[config.mk]
export PLATFORM = sky130hd
export DESIGN_NAME = conv_encoder_flat
export DESIGN_NICKNAME = d
export VERILOG_FILES = /design/src/rtl/conv_encoder_if.sv /design/src/rtl/conv_encoder.sv /design/src/flat_wrapper.sv
export SDC_FILE = /design/constraint.sdc
export NUM_CORES = 1
export LEC_CHECK = 0
export ABC_AREA = 1
export CORE_MARGIN = 2
export CORE_UTILIZATION = 42
export CTS_CLUSTER_SIZE = 10
export DETAILED_ROUTE_END_ITERATION = 10
export GPL_ROUTABILITY_DRIVEN = 1
export HOLD_SLACK_MARGIN = 0.06
export PLACE_DENSITY = 0.72
export REMOVE_ABC_BUFFERS = 1
export SETUP_SLACK_MARGIN = 0.02
export SYNTH_ARGS = -nofsm -noshare
export SYNTH_HDL_FRONTEND = slang
export SYNTH_SLANG_ARGS = --single-unit
[constraint.sdc]
create_clock -name clk -period 1.2 [get_ports clk]
set_input_delay 0.24 -clock clk [delete_from_list [all_inputs] [get_ports clk]]
set_output_delay 0.24 -clock clk [all_outputs]
set_load 0.01 [all_outputs]
[src/rtl/conv_encoder_if.sv]
// Input and output handshake bundle of the rate-1/2 convolutional encoder.
interface conv_encoder_if;
  logic       in_valid;
  logic       in_ready;
  logic       in_bit;
  logic       in_last;
  logic       out_valid;
  logic       out_ready;
  logic [1:0] out_sym;
  logic [1:0] out_mask;
  logic       out_last;
  logic       busy;

  // Driver/consumer side (bit source and symbol sink)
  modport master (
    output in_valid, in_bit, in_last, out_ready,
    input  in_ready, out_valid, out_sym, out_mask, out_last, busy
  );

  // Encoder side
  modport slave (
    input  in_valid, in_bit, in_last, out_ready,
    output in_ready, out_valid, out_sym, out_mask, out_last, busy
  );
endinterface

[src/rtl/conv_encoder.sv]
// Rate-1/2 feed-forward convolutional encoder with zero-tail termination.
// Optional rate-2/3 puncturing mask is enabled by defining CONV_PUNCT_EN.
module conv_encoder #(
  parameter int unsigned    K  = 3,
  parameter logic [K-1:0]   G0 = 3'b111,
  parameter logic [K-1:0]   G1 = 3'b101
) (
  input logic           clk,
  input logic           rst,
  conv_encoder_if.slave enc
);

  localparam int unsigned CntW = $clog2(K);

  typedef enum logic [1:0] {StIdle, StData, StTail} state_e;

  state_e          state_q, state_d;
  logic [K-2:0]    sr_q, sr_d;
  logic [CntW-1:0] tail_cnt_q, tail_cnt_d;
  logic            out_valid_q, out_valid_d;
  logic [1:0]      out_sym_q, out_sym_d;
  logic [1:0]      out_mask_q, out_mask_d;
  logic            out_last_q, out_last_d;

  logic            slot_free;
  logic            in_ready;
  logic            busy;
  logic            accept;
  logic            gen;
  logic            b;
  logic [K-1:0]    u;
  logic [1:0]      mask_now;

`ifdef CONV_PUNCT_EN
  logic phase_q, phase_d;
`endif

  always_ff @(posedge clk) begin
    if (rst) begin
      state_q     <= StIdle;
      sr_q        <= '0;
      tail_cnt_q  <= '0;
      out_valid_q <= 1'b0;
      out_sym_q   <= 2'b00;
      out_mask_q  <= 2'b11;
      out_last_q  <= 1'b0;
    end else begin
      state_q     <= state_d;
      sr_q        <= sr_d;
      tail_cnt_q  <= tail_cnt_d;
      out_valid_q <= out_valid_d;
      out_sym_q   <= out_sym_d;
      out_mask_q  <= out_mask_d;
      out_last_q  <= out_last_d;
    end
  end

`ifdef CONV_PUNCT_EN
  always_ff @(posedge clk) begin
    if (rst) begin
      phase_q <= 1'b0;
    end else begin
      phase_q <= phase_d;
    end
  end
`endif

  always_comb begin : next_state
    state_d     = state_q;
    sr_d        = sr_q;
    tail_cnt_d  = tail_cnt_q;
    out_valid_d = out_valid_q;
    out_sym_d   = out_sym_q;
    out_mask_d  = out_mask_q;
    out_last_d  = out_last_q;

    accept = enc.in_valid && in_ready;
    gen    = accept || ((state_q == StTail) && slot_free);
    b      = (state_q == StTail) ? 1'b0 : enc.in_bit;
    u      = {b, sr_q};

`ifdef CONV_PUNCT_EN
    mask_now = phase_q ? 2'b01 : 2'b11;
`else
    mask_now = 2'b11;
`endif

    if (gen) begin
      out_valid_d = 1'b1;
      out_sym_d   = {^(u & G1), ^(u & G0)};
      out_mask_d  = mask_now;
      out_last_d  = 1'b0;
      sr_d        = {b, sr_q[K-2:1]};
    end else if (enc.out_ready) begin
      out_valid_d = 1'b0;
    end

    unique case (state_q)
      StIdle, StData: begin
        if (accept) begin
          if (enc.in_last) begin
            state_d    = StTail;
            tail_cnt_d = CntW'(K - 1);
          end else begin
            state_d = StData;
          end
        end
      end
      StTail: begin
        if (slot_free) begin
          tail_cnt_d = tail_cnt_q - CntW'(1);
          // The last tail symbol flushes the register back to zero
          if (tail_cnt_q == CntW'(1)) begin
            out_last_d = 1'b1;
            state_d    = StIdle;
          end
        end
      end
      default: state_d = StIdle;
    endcase

`ifdef CONV_PUNCT_EN
    phase_d = gen ? ~phase_q : phase_q;
    if ((state_d == StIdle) && (state_q != StIdle)) begin
      phase_d = 1'b0;
    end
`endif
  end

  always_comb begin : outputs
    slot_free = !out_valid_q || enc.out_ready;
    in_ready  = ((state_q == StIdle) || (state_q == StData)) && slot_free && !rst;
    busy      = (state_q == StData) || (state_q == StTail);
  end

  assign enc.in_ready  = in_ready;
  assign enc.busy      = busy;
  assign enc.out_valid = out_valid_q;
  assign enc.out_sym   = out_sym_q;
  assign enc.out_mask  = out_mask_q;
  assign enc.out_last  = out_last_q;

endmodule

[src/flat_wrapper.sv]
// flat-port wrapper written by rule: the top's interface ports become plain ports
module conv_encoder_flat 
#(
  parameter int unsigned    K  = 3,
  parameter logic [K-1:0]   G0 = 3'b111,
  parameter logic [K-1:0]   G1 = 3'b101
)
  (clk, rst, enc_in_valid, enc_in_bit, enc_in_last, enc_out_ready, enc_in_ready, enc_out_valid, enc_out_sym, enc_out_mask, enc_out_last, enc_busy);
  conv_encoder_if enc_i ();
  input logic clk;
  input logic rst;
  input wire logic [$bits(enc_i.in_valid)-1:0] enc_in_valid;
  input wire logic [$bits(enc_i.in_bit)-1:0] enc_in_bit;
  input wire logic [$bits(enc_i.in_last)-1:0] enc_in_last;
  input wire logic [$bits(enc_i.out_ready)-1:0] enc_out_ready;
  output wire logic [$bits(enc_i.in_ready)-1:0] enc_in_ready;
  output wire logic [$bits(enc_i.out_valid)-1:0] enc_out_valid;
  output wire logic [$bits(enc_i.out_sym)-1:0] enc_out_sym;
  output wire logic [$bits(enc_i.out_mask)-1:0] enc_out_mask;
  output wire logic [$bits(enc_i.out_last)-1:0] enc_out_last;
  output wire logic [$bits(enc_i.busy)-1:0] enc_busy;
  assign enc_i.in_valid = enc_in_valid;
  assign enc_i.in_bit = enc_in_bit;
  assign enc_i.in_last = enc_in_last;
  assign enc_i.out_ready = enc_out_ready;
  assign enc_in_ready = enc_i.in_ready;
  assign enc_out_valid = enc_i.out_valid;
  assign enc_out_sym = enc_i.out_sym;
  assign enc_out_mask = enc_i.out_mask;
  assign enc_out_last = enc_i.out_last;
  assign enc_busy = enc_i.busy;
  conv_encoder #(.K(K), .G0(G0), .G1(G1)) u_core (.clk(clk), .rst(rst), .enc(enc_i));
endmodule
==> run_results.csv <==
group,metric,value,unit
outcome,status,"finished, violations left",
outcome,violations,"negative setup slack",
hold_path,hold_path_class,"flip-flop to flip-flop",
global_routing,grt_overflow,0,
global_routing,grt_pass1_wl,2214,um
clock_tree,numCtsBuffers,3,
yosys,synth-seq-cells,10,
layout,ff_latch_area,205.2,um^2
placement,placed_cell_area,793.3,um^2
clock_tree,clk_latency,0.26,ns
route,first_pass_iters,4,
floorplan,die-height,41.58,um
critical_path,cp-end-kind,"output pin",
critical_path,crit_arrival,1.09,ns
timing,fin_worst_skew,0.003196,ns
global_routing,grt_pass1_vias,577,
route,vias_per_cell,4.632,
clock_tree,cts_hold_buf,0,
route,ant_nets,0,
critical_path,crit_family,"flip-flops",
layout,design_area,918.4,um^2
yosys,syn_inst,85,
run,maxCapViolCount,0,
yosys,synth.distinct_cells,22,
floorplan,dieArea,0.001728,mm^2
layout,nFillCells,115,
layout,fin_util,69.71,%
floorplan,row_count,13,
layout,n_antenna_cell,0,
timing,final-setup-viol-count,12,
layout,final_layout_size_suffix_gt1_share,37.27,%
global_routing,grt_max_degree,9,
yosys,syn_area,593.1,um^2
clock_tree,path_clk_slew,0.06,ns
power_and_ir_drop,ir_drop,0.001350,V
clock_tree,cts_tree,"built",
route,wirelength,1218,um
floorplan,fp.dieW,41.58,um
placement,place_congestion,0.7495,
route,vias,579,
route,drt_iter0_markers,1,
yosys,ys_seq_area_share,33.76,%
critical_path,critical_path.startpoint_type,"flip-flop",
timing,max_freq,749.2,MHz
clock_tree,cts.path.max_buffers,2,
critical_path,slowest_delay,0.35,ns
power_and_ir_drop,p_total,1.938,mW
clock_tree,cts_htree_levels,1,
timing,slew_viol_final,0,
floorplan,fp.coreArea,0.001318,mm^2
floorplan,start_util,45.01,%
layout,syn2layout_area_growth,54.85,%
timing,hold_viol,0,
critical_path,critical_path_buf_inv_count,2,
timing,period_minus_slack,1.335,ns
critical_path,crit_fanout,3,
route,wire_per_inst,9.744,um
clock_tree,root_buffer,"clkbuf_4",
floorplan,pin_count,14,
clock_tree,cts.sinks,10,
critical_path,cp_slowest_cell,"dfxtp_2",
yosys,avgSynthCellArea,6.977,um^2
timing,rsz0062_at_grt,"yes",
critical_path,critPathKind,"flip-flop to output pin",
global_routing,grt_use_total,16.13,%
placement,io_buffers,11,
route,drc,0,
critical_path,crit_chain,"inv_4 > ha_4 > nor2_4 > nor3_1 > buf_2",
power_and_ir_drop,p_per_area,2110,mW/mm^2
yosys,ys_warn_count,0,
global_routing,grt_antenna_before_repair,0,
layout,multi_input_area,415.4,um^2
placement,dp_hpwl,882.5,um
power_and_ir_drop,power.leakage,0.4507,nW
timing,finalCritPeriodShare,111.2,%
layout,fin_nets,122,
timing,fin_ws,-0.1347,ns
critical_path,worstPathRequired,0.96,ns
timing,setup_tns,-1.082,ns
## registers in the layout, indices dropped and copies added, names as in the netlist
name,flops
u_core.enc.out_sym,2
u_core.sr_q,2
u_core.state_q,2
u_core.tail_cnt_q,2
u_core.enc.out_last,1
u_core.enc.out_valid,1
## kinds of logic (layout without fill, tap and decap cells)
logic type,count (synthesis),count (layout),synth area share [%]
buf+inv,16,40,11.39
flops,10,10,33.75
simple gates,45,45,36.92
xor+xnor,2,2,2.954
compound gates,7,7,5.905
other cells,1,2,0.6323
fa+ha+maj,4,4,8.439
## synthesized netlist by cell type (all sizes together)
cell    n  area [um^2]
nand2  20        87.58
xnor2   1        8.760
xor2    1        8.760
conb    1        3.750
a21oi   3        15.01
buf     2        15.01
nor2   16        67.57
nand3   5        40.04
inv    14        52.55
ha      4        50.05
or2     2        12.52
nor3    1        5.000
o21ai   4        20.01
dfxtp  10        200.2
nand4   1        6.260
## worst register-to-register path, stage by stage, from the launching register on
cell and delay, ns:
dfxtp_4 0.36, inv_4 0.06, buf_4 0.12, ha_4 0.15, inv_4 0.05, or2_4 0.23
nand3_4 0.10, nand2_1 0.06, nand2_1 0.07, nor2_2 0.03
## cell usage in the layout (no fill, tap or decap), drive strengths merged
cell	count
a21oi	3
buf	14
clkbuf	3
clkdlybuf4s50	4
conb	2
dfxtp	10
dlygate4sd2	5
ha	4
inv	14
nand2	20
nand3	5
nand4	1
nor2	16
nor3	1
o21ai	4
or2	2
xnor2	1
xor2	1
## power breakdown
group | total [mW] | internal (mW) | switching (mW)
Clock | 0.221 | 0.115 | 0.105
Combinational | 1.18 | 0.564 | 0.613
Sequential | 0.541 | 0.456 | 0.0841
Total | 1.94 | 1.14 | 0.802
## stage by stage
| step | setup WS, ns | std cells | hold WS [ns] |
|---|---|---|---|
| after floorplan | -0.05415 | 84 | 0.3091 |
| after global placement | -0.5604 | 121 | 0.4433 |
| after detailed placement | -0.5813 | 121 | 0.4562 |
| after CTS | -0.1721 | 125 | 0.4665 |
| after global routing | -0.2191 | 125 | 0.4966 |
| final | -0.1347 | 125 | 0.4656 |
## final timing paths
check | start | endpoint | slack [ns] | cells past startpoint
worst min-delay path | u_core.enc.out_last | u_core.enc.out_last | 0.47 | 2
worst max-delay path | u_core.state_q[1] | enc_in_ready | -0.13 | 5
worst max register to register | u_core.state_q[0] | u_core.state_q[1] | -0.12 | 9
worst min register to register | u_core.enc.out_last | u_core.enc.out_last | 0.47 | 2
## final cells by class
type	count	share of cell area [%]
Multi-Input combinational cell	60	45.23
Sequential cell	10	22.34
Timing Repair Buffer	23	21.12
Inverter	14	6.812
Clock buffer	3	2.452
Tap cell	15	2.044
## routing by layer
metal	global-route usage (%)	routed length, um	vias to the layer above
met5	0	0	-
met4	5.806	9	0
met3	5.217	48	2
met2	28.44	662	12
met1	17.87	498	257
li1	-	-	308
## timing repair
item,4_1_cts,5_1_grt
resized for setup,38,6
buffers inserted,1,0
pin swaps,10,3
setup endpoints to repair,16,12
Power figures use the tool's default switching activity.
